`config.mk`:
```
export PLATFORM = sky130hd
export DESIGN_NAME = stack_mem_controller
export DESIGN_NICKNAME = d
export VERILOG_FILES = /design/src/rtl/stack_mem_controller.sv
export SDC_FILE = /design/constraint.sdc
export NUM_CORES = 1
export LEC_CHECK = 0
export CORE_UTILIZATION = 40
export CTS_CLUSTER_SIZE = 28
export DETAILED_ROUTE_END_ITERATION = 10
export GPL_ROUTABILITY_DRIVEN = 1
export PLACE_DENSITY_LB_ADDON = 0.15
export SLEW_MARGIN = 0
export SYNTH_ARGS = -nofsm -noshare
export SYNTH_HDL_FRONTEND = slang
export SYNTH_SLANG_ARGS = --single-unit
```
`constraint.sdc`:
```
create_clock -name clk -period 2.21 [get_ports clk]
set_input_delay 0.442 -clock clk [delete_from_list [all_inputs] [get_ports clk]]
set_output_delay 0.442 -clock clk [all_outputs]
set_load 0.1 [all_outputs]
```
`src/rtl/stack_mem_controller.sv`:
```
// MEM-stage initiator for a 16-bit word data memory with a downward-growing stack.
// Optional macro STACK_CHECK_EN adds a sticky stack_err output and suppresses over/underflowing accesses.
module stack_mem_controller #(
    parameter int ADDR_W  = 11,
    parameter int SP_INIT = 2047
) (
    input  logic        clk,
    input  logic        rst,
    input  logic [2:0]  op,
    input  logic [31:0] addr_in,
    input  logic [15:0] wdata_in,
    input  logic [31:0] pc_in,
    input  logic [15:0] mem_read_data,
    output logic [31:0] mem_address,
    output logic [15:0] mem_write_data,
    output logic        mem_read,
    output logic        mem_write,
    output logic        mem_cs,
    output logic        stall,
    output logic [15:0] load_data,
    output logic        load_valid,
    output logic [31:0] pc_out,
    output logic        pc_valid,
`ifdef STACK_CHECK_EN
    output logic        stack_err,
`endif
    output logic [31:0] sp_out
);
    typedef enum logic {IDLE, SECOND} state_t;

    localparam logic [2:0] OP_LOAD = 3'd1, OP_STORE = 3'd2, OP_PUSH = 3'd3,
                           OP_POP = 3'd4, OP_PUSH_PC = 3'd5, OP_POP_PC = 3'd6;
    localparam logic [ADDR_W-1:0] SP_RST = ADDR_W'(SP_INIT);

    state_t              state_q, state_d;
    logic [ADDR_W-1:0]   sp_q, sp_d, sp_inc, sp_dec;
    logic                is_pop_q, is_pop_d, abort_q, abort_d;
    logic [15:0]         pc_lo_q, pc_lo_d, load_data_q, load_data_d;
    logic [31:0]         pc_out_q, pc_out_d, addr_c;
    logic                load_valid_q, load_valid_d, pc_valid_q, pc_valid_d;
    logic                rd_c, wr_c, stall_c, ovf, udf;
    logic [15:0]         wdata_c;

    assign sp_inc = sp_q + ADDR_W'(1);
    assign sp_dec = sp_q - ADDR_W'(1);

`ifdef STACK_CHECK_EN
    assign ovf = (sp_q == '0);
    assign udf = (sp_q == SP_RST);
`else
    assign ovf = 1'b0;
    assign udf = 1'b0;
`endif

    always_comb begin
        state_d      = state_q;
        sp_d         = sp_q;
        is_pop_d     = is_pop_q;
        abort_d      = abort_q;
        pc_lo_d      = pc_lo_q;
        load_data_d  = load_data_q;
        pc_out_d     = pc_out_q;
        load_valid_d = 1'b0;
        pc_valid_d   = 1'b0;
        rd_c         = 1'b0;
        wr_c         = 1'b0;
        stall_c      = 1'b0;
        addr_c       = '0;
        wdata_c      = '0;
        if (state_q == IDLE) begin
            case (op)
                OP_LOAD: begin
                    rd_c = 1'b1; addr_c = addr_in;
                    load_data_d = mem_read_data; load_valid_d = 1'b1;
                end
                OP_STORE: begin
                    wr_c = 1'b1; addr_c = addr_in; wdata_c = wdata_in;
                end
                OP_PUSH: if (!ovf) begin
                    wr_c = 1'b1; addr_c = 32'(sp_q); wdata_c = wdata_in; sp_d = sp_dec;
                end
                OP_POP: if (!udf) begin
                    rd_c = 1'b1; addr_c = 32'(sp_inc); sp_d = sp_inc;
                    load_data_d = mem_read_data; load_valid_d = 1'b1;
                end
                OP_PUSH_PC: begin
                    stall_c = 1'b1; state_d = SECOND; is_pop_d = 1'b0;
                    pc_lo_d = pc_in[15:0]; abort_d = ovf;
                    if (!ovf) begin
                        wr_c = 1'b1; addr_c = 32'(sp_q); wdata_c = pc_in[31:16]; sp_d = sp_dec;
                    end
                end
                OP_POP_PC: begin
                    stall_c = 1'b1; state_d = SECOND; is_pop_d = 1'b1; abort_d = udf;
                    if (!udf) begin
                        rd_c = 1'b1; addr_c = 32'(sp_inc); sp_d = sp_inc;
                        pc_lo_d = mem_read_data;
                    end
                end
                default: ;
            endcase
        end else begin
            // Second word of a PC save/restore; op is ignored here.
            state_d = IDLE;
            if (!abort_q) begin
                if (is_pop_q) begin
                    if (!udf) begin
                        rd_c = 1'b1; addr_c = 32'(sp_inc); sp_d = sp_inc;
                        pc_out_d = {mem_read_data, pc_lo_q}; pc_valid_d = 1'b1;
                    end
                end else if (!ovf) begin
                    wr_c = 1'b1; addr_c = 32'(sp_q); wdata_c = pc_lo_q; sp_d = sp_dec;
                end
            end
        end
    end

    always_ff @(posedge clk) begin
        if (rst) begin
            state_q      <= IDLE;
            sp_q         <= SP_RST;
            is_pop_q     <= 1'b0;
            abort_q      <= 1'b0;
            pc_lo_q      <= '0;
            load_data_q  <= '0;
            pc_out_q     <= '0;
            load_valid_q <= 1'b0;
            pc_valid_q   <= 1'b0;
        end else begin
            state_q      <= state_d;
            sp_q         <= sp_d;
            is_pop_q     <= is_pop_d;
            abort_q      <= abort_d;
            pc_lo_q      <= pc_lo_d;
            load_data_q  <= load_data_d;
            pc_out_q     <= pc_out_d;
            load_valid_q <= load_valid_d;
            pc_valid_q   <= pc_valid_d;
        end
    end

`ifdef STACK_CHECK_EN
    logic err_q, err_d;
    logic push_word, pop_word;

    // Word-level intent regardless of suppression, so the flag sees blocked accesses.
    assign push_word = (state_q == IDLE) ? (op == OP_PUSH || op == OP_PUSH_PC)
                                         : (!abort_q && !is_pop_q);
    assign pop_word  = (state_q == IDLE) ? (op == OP_POP || op == OP_POP_PC)
                                         : (!abort_q && is_pop_q);

    always_comb begin
        err_d = err_q | (push_word & ovf) | (pop_word & udf);
    end

    always_ff @(posedge clk) begin
        if (rst) err_q <= 1'b0;
        else     err_q <= err_d;
    end

    assign stack_err = err_q;
`endif

    assign mem_read       = rd_c & ~rst;
    assign mem_write      = wr_c & ~rst;
    assign mem_cs         = mem_read | mem_write;
    assign stall          = stall_c & ~rst;
    assign mem_address    = addr_c;
    assign mem_write_data = wdata_c;
    assign load_data      = load_data_q;
    assign load_valid     = load_valid_q;
    assign pc_out         = pc_out_q;
    assign pc_valid       = pc_valid_q;
    assign sp_out         = 32'(sp_q);
endmodule

```
; After elaboration in Yosys (flattened, before gate mapping)
; Index checks and enable logic that the tools add are counted.
[word_totals]
latchBits = 0
ram_bits = 0
rom_bits = 0
mem_count = 0
output_inout_bits = 134
reg_bits = 79
[op_classes]
muxes = 20
order_cmp = 0
add_sub_neg = 2
n_shift = 0
bitwise = 6
multipliers = 0
n_eq_ne = 6
div_mod_pow = 0
reduce_logical = 15
[ops]
columns = cell, count
row1 = 32-bit case mux with 3 select lines, 1
row2 = 16-bit case mux with 2 select lines, 2
row3 = 11-bit 2-to-1 mux, 3
row4 = 16-bit 2-to-1 mux, 2
row5 = 32-bit 2-to-1 mux, 1
row6 = 11-bit case mux with 2 select lines, 1
row7 = 2-bit OR reduction, 8
row8 = 11-bit by 1-bit adder with 11-bit output (second input constant), 1
row9 = 11-bit by 1-bit subtractor with 11-bit output (second input constant), 1
row10 = 3-bit equality test (second input constant), 3
row11 = 1-bit 2-to-1 mux, 9
row12 = 3-bit by 2-bit equality test with 1-bit output (second input constant), 2
row13 = 2-bit AND reduction, 3
row14 = 3-bit OR reduction, 2
row15 = 1-bit bitwise AND, 3
row16 = 3-bit by 1-bit equality test with 1-bit output (second input constant), 1
row17 = 3-bit nonzero test, 1
row18 = 1-bit inverter, 2
row19 = 1-bit case mux with 2 select lines, 1
row20 = 2-bit nonzero test, 1
row21 = 1-bit bitwise OR, 1

; Depth between registers and ports, before layout
[logic_depth]
word_depth = 6
ltp_mapped = 7
ltp_nobuf = 6

; Least setup slack after synthesis
; OpenSTA, ideal clock, no wires.
[synth_timing]
path_kind = register to output
startpoint = register sp_q[1]
endpoint = output port mem_address[2]
path_stages_with_launch = 7
slack_ns = -2.347
required_time_ns = 1.768
path_buffers = 1
arrival_time_ns = 4.115
path_cell_list = dfxtp_1 > ha_1 > clkbuf_1 > xor2_1 > a22o_1 > a22oi_1 > o21ai_0
[synth_between]
elab_chain_len = 3
elab_cells_between_ends = 4
cone_classes = 1 x add/sub / 3 x mux
[synth_lines]
columns = item, line
row1 = from (decl), 36  ; logic [ADDR_W-1:0] sp_q, sp_d, sp_inc, sp_dec;
row2 = from (signal assigned), 131  ; sp_q <= sp_d;
row3 = 11-bit by 1-bit adder with 11-bit output *, 44  ; assign sp_inc = sp_q + ADDR_W'(1);
row4 = 32-bit case mux with 3 select lines or 11-bit 2-to-1 mux (tied branches), "71, 106"
row5 = 32-bit 2-to-1 mux *, 70  ; if (state_q == IDLE) begin
row6 = to (decl), 14  ; output logic [31:0] mem_address,
; Mark *: on every way between the ends. The rest lies on a longest branch, timed or not.

; Worst setup path after layout
[layout_timing]
startpoint = register state_q
endpoint = output port mem_address[7]
[layout_between]
elab_chain_len = 1
[layout_lines]
columns = item, line
row1 = from (decl), 35  ; state_t state_q, state_d;
row2 = from (signal assigned), 130  ; state_q <= state_d;
row3 = 32-bit 2-to-1 mux, 70
; Every way passes these cells.

==> results by group <==
Status
  – Status: finished with violations
  – Failing checks: negative setup slack

Drt
  – DR WL/cell: 17.3 um
  – Final ANT Viol Nets: 0
  – Iter 0 DRT Violations: 392
  – # DRC: 0
  – Drt pass-1 iters: 5
  – Total Wirelength: 17.0 mm
  – Vias per inst: 5.31
  – Vias: 5205

Logic synthesis
  – Syn Inst Count: 571
  – Largest cells by area after synthesis: dfxtp_1 (35%), mux2i_1 (8.4%), a21oi_1 (6.3%)
  – Async set-reset flop share out of synthesis: 0%
  – Post-synthesis sequential area ratio: 34.8%
  – Post-synth top area cell: dfxtp_1
  – Yosys reg bits: 79
  – Post-synthesis cell type count: 61
  – Post-Syn Area: 4540 um2
  – Syn_area_per_cell: 7.95 um2
  – Synth Warn #: 0
  – Post-synth EDFFs: 0
  – Top cell type's share of synthesized area: 34.8%
  – Ys flop type: dfxtp_1

STA
  – Final period utilization: 106%
  – Setup TNS: -0.865 ns
  – Worst clock skew: 0.00876 ns
  – Final Hold Fails: 0
  – Final WS setup: -0.139 ns
  – Minimum clock period: 2.35 ns
  – Slew @ Worst Pin: 0.525 ns
  – Worst rel slew slack: 65.0%
  – Setup violators final: 11
  – RSZ-0062 raised after global routing: yes
  – Final slew viol count: 0
  – Max Clock Freq: 426 MHz

Final layout
  – Area growth from synthesis to layout: 89.2%
  – Share of layout cells above drive strength 1: 39.9%
  – Area of the multi-input gates: 3160 um2
  – Reg area: 1620 um2
  – ANT cells: 0
  – Layout Cells excl Fill: 980
  – FILL cells: 711
  – Nets: 938

GRT
  – Gr ovfl total: 0
  – Vias in the first global route: 4915
  – Pin count of the biggest net entering global routing: 51
  – Antenna violations before repair: 0
  – Gr usage total: 28.0%
  – First-pass GRT wire length: 25.4 mm

Clocking
  – Clk slew on worst S/H paths: 0.07 ns
  – CTS buffer count: 9
  – Clock sink count: 79
  – Root buffer cell: clkbuf_16
  – CTS tree: done
  – Hold-fix buffers, CTS: 0
  – Clk buf depth: 2
  – Clk_lat worst skew: 0.34 ns
  – H-tree Lvls: 3

Critical path
  – Setup CP Type: register to output port
  – Worst Path Max Fanout: 7
  – Worst Setup Start Kind: register
  – Worst EP arrival: 1.91 ns
  – Critical Path Max Stage Delay: 0.37 ns
  – Worst Path Required: 1.77 ns
  – Critical path cell sequence: buf_6, nor3b_4, nor2_4, or3_1, o211ai_1, buf_12
  – Element type at the critical path end: output port
  – Slowest library cell on the worst path: dfxtp_4

Floorplan
  – Core ar.: 10900 um2
  – Chip Width: 109 um
  – Count of boundary I/O pins: 235
  – Initial core utilization: 41.5%
  – Die height: 109 um
  – DIE AREA: 11800 um2
  – Cell row count: 38

Power and ir drop
  – Switching power: 2540 uW
  – Leak: 0.00356 uW
  – Worst vdd ir: 0.681 mV
  – Fraction of power consumed by sequential logic: 26.5%
  – Combinational power share: 49.8%
  – Switch share: 43.0%
  – P_int: 3360 uW
  – Design Power: 5900 uW
  – PwrDens: 687 nW/um2
  – Clk pwr share: 23.6%

Min path
  – Path type of the worst min-delay path: register to register

Placed design
  – Routability cong.: 0.866
  – Detailed placer's ending HPWL: 12.0 mm
  – I/O Buffers: 213
  – Dpl cells: 938

Flow run
  – Maxcap violations: 0
-- power by group through the flow --
stage,Combinational (uW),Sequential (uW),Clock (uW)
after floorplan,1550,1860,0
after global placement,2700,1600,0
after detailed placement,2720,1600,0
after CTS,2850,1560,1420
after global routing,3060,1570,1480
final,2940,1570,1400
-- worst paths after layout --
check | from | to | slack [ns] | depth (start not counted)
setup / recovery | state_q$_SDFF_PP0_ | mem_address[7] | -0.14 | 6
hold / removal | pc_out[7]$_SDFFE_PP0P_ | pc_out[7]$_SDFFE_PP0P_ | 0.46 | 2
setup reg to reg | state_q$_SDFF_PP0_ | sp_q[2]$_SDFFE_PP1P_ | 0.18 | 6
hold reg to reg | pc_out[7]$_SDFFE_PP0P_ | pc_out[7]$_SDFFE_PP0P_ | 0.46 | 2
-- Yosys cell counts, types with 7 or more instances --
cell,number
dfxtp_1,79
nand2_1,75
a21oi_1,57
nor2_1,46
mux2i_1,38
and2_1,27
clkbuf_1,26
buf_4,25
buf_2,20
nand2b_1,19
a211oi_1,18
a221oi_1,16
o21ai_0,10
nor2b_1,8
inv_1,7
nand3_1,7
nor3_1,7
-- through the flow --
stage / hold WS [ns] / utilization [%] / setup WS [ns] / area (um2)
4_1_cts: 0.458 / 76.8 / -0.137 / 8400
6_report: 0.457 / 78.6 / -0.139 / 8590
5_1_grt: 0.477 / 78.6 / -0.207 / 8590
3_5_place_dp: 0.449 / 71.2 / -0.548 / 7790
3_3_place_gp: 0.444 / 71.2 / -0.494 / 7790
2_1_floorplan: 0.446 / - / -0.899 / 5090
-- state kept, by name (all words and copies together), names as in the netlist --
register    flops
pc_out         32
pc_lo_q        16
sp_q           11
state_q         1
is_pop_q        1
load_data      16
load_valid      1
pc_valid        1
-- cells by family after synthesis --
kind of cell	after synthesis	share of synthesized area, %
xor+xnor	7	1.35
mux	38	8.38
simple gates	225	24.9
buf+inv	84	9.87
compound gates	135	20.0
other cells	1	0.0826
fa+ha+maj	2	0.551
flops	79	34.8
-- routing by layer --
layer / up-vias / global-route usage [%] / wire length [um]
met3: 22 / 7.35 / 1400
met5: - / 0 / 0
met4: 0 / 8.40 / 263
li1: 2503 / - / -
met1: 2458 / 36.1 / 7220
met2: 222 / 45.5 / 8110
-- repair_timing --
action | CTS | global route
setup buffers | 18 | 3
cloned | 2 | 3
pin swaps | 18 | 7
gates resized for setup | 50 | 31
setup endpoints to repair | 52 | 46
-- worst max-delay path: cells and delay by family, from the launching register on --
kind            cells  cell delay [ns]
compound gates      1             0.18
simple gates        3             0.67
buf+inv             2             0.35
flops               1             0.37
-- layout make-up --
class	count	share of cell area, %
clock inverters	7	0.597
flip-flops and latches	79	18.9
multi-input cells	429	36.8
inverters	7	0.306
repair buffers	309	38.8
well taps	140	2.04
clock buffers	9	2.62
-- placed cells by master (no fill, tap or decap), types with 4 or more instances in the layout --
cell type        count
a21oi_4             17
o211ai_1             6
nor2b_1              8
a221oi_2            10
buf_12              55
nand2_1             73
inv_1                6
and2_4               9
nor4_1               4
a22oi_1              4
a21oi_1             39
nand4_1              6
a221oi_1             5
o21ai_0              6
nand2b_1            18
and2_1               4
nor2_1              45
inv_6                4
clkbuf_16           10
and2_2              15
buf_2                4
mux2i_1             38
clkdlybuf4s50_1     96
buf_6               12
a211oi_1            18
nand3_1              6
dfxtp_1             67
conb_1              21
nor3_1               4
dfxtp_4             10
buf_4              139
No activity file was read; power rests on OpenSTA's default activity.
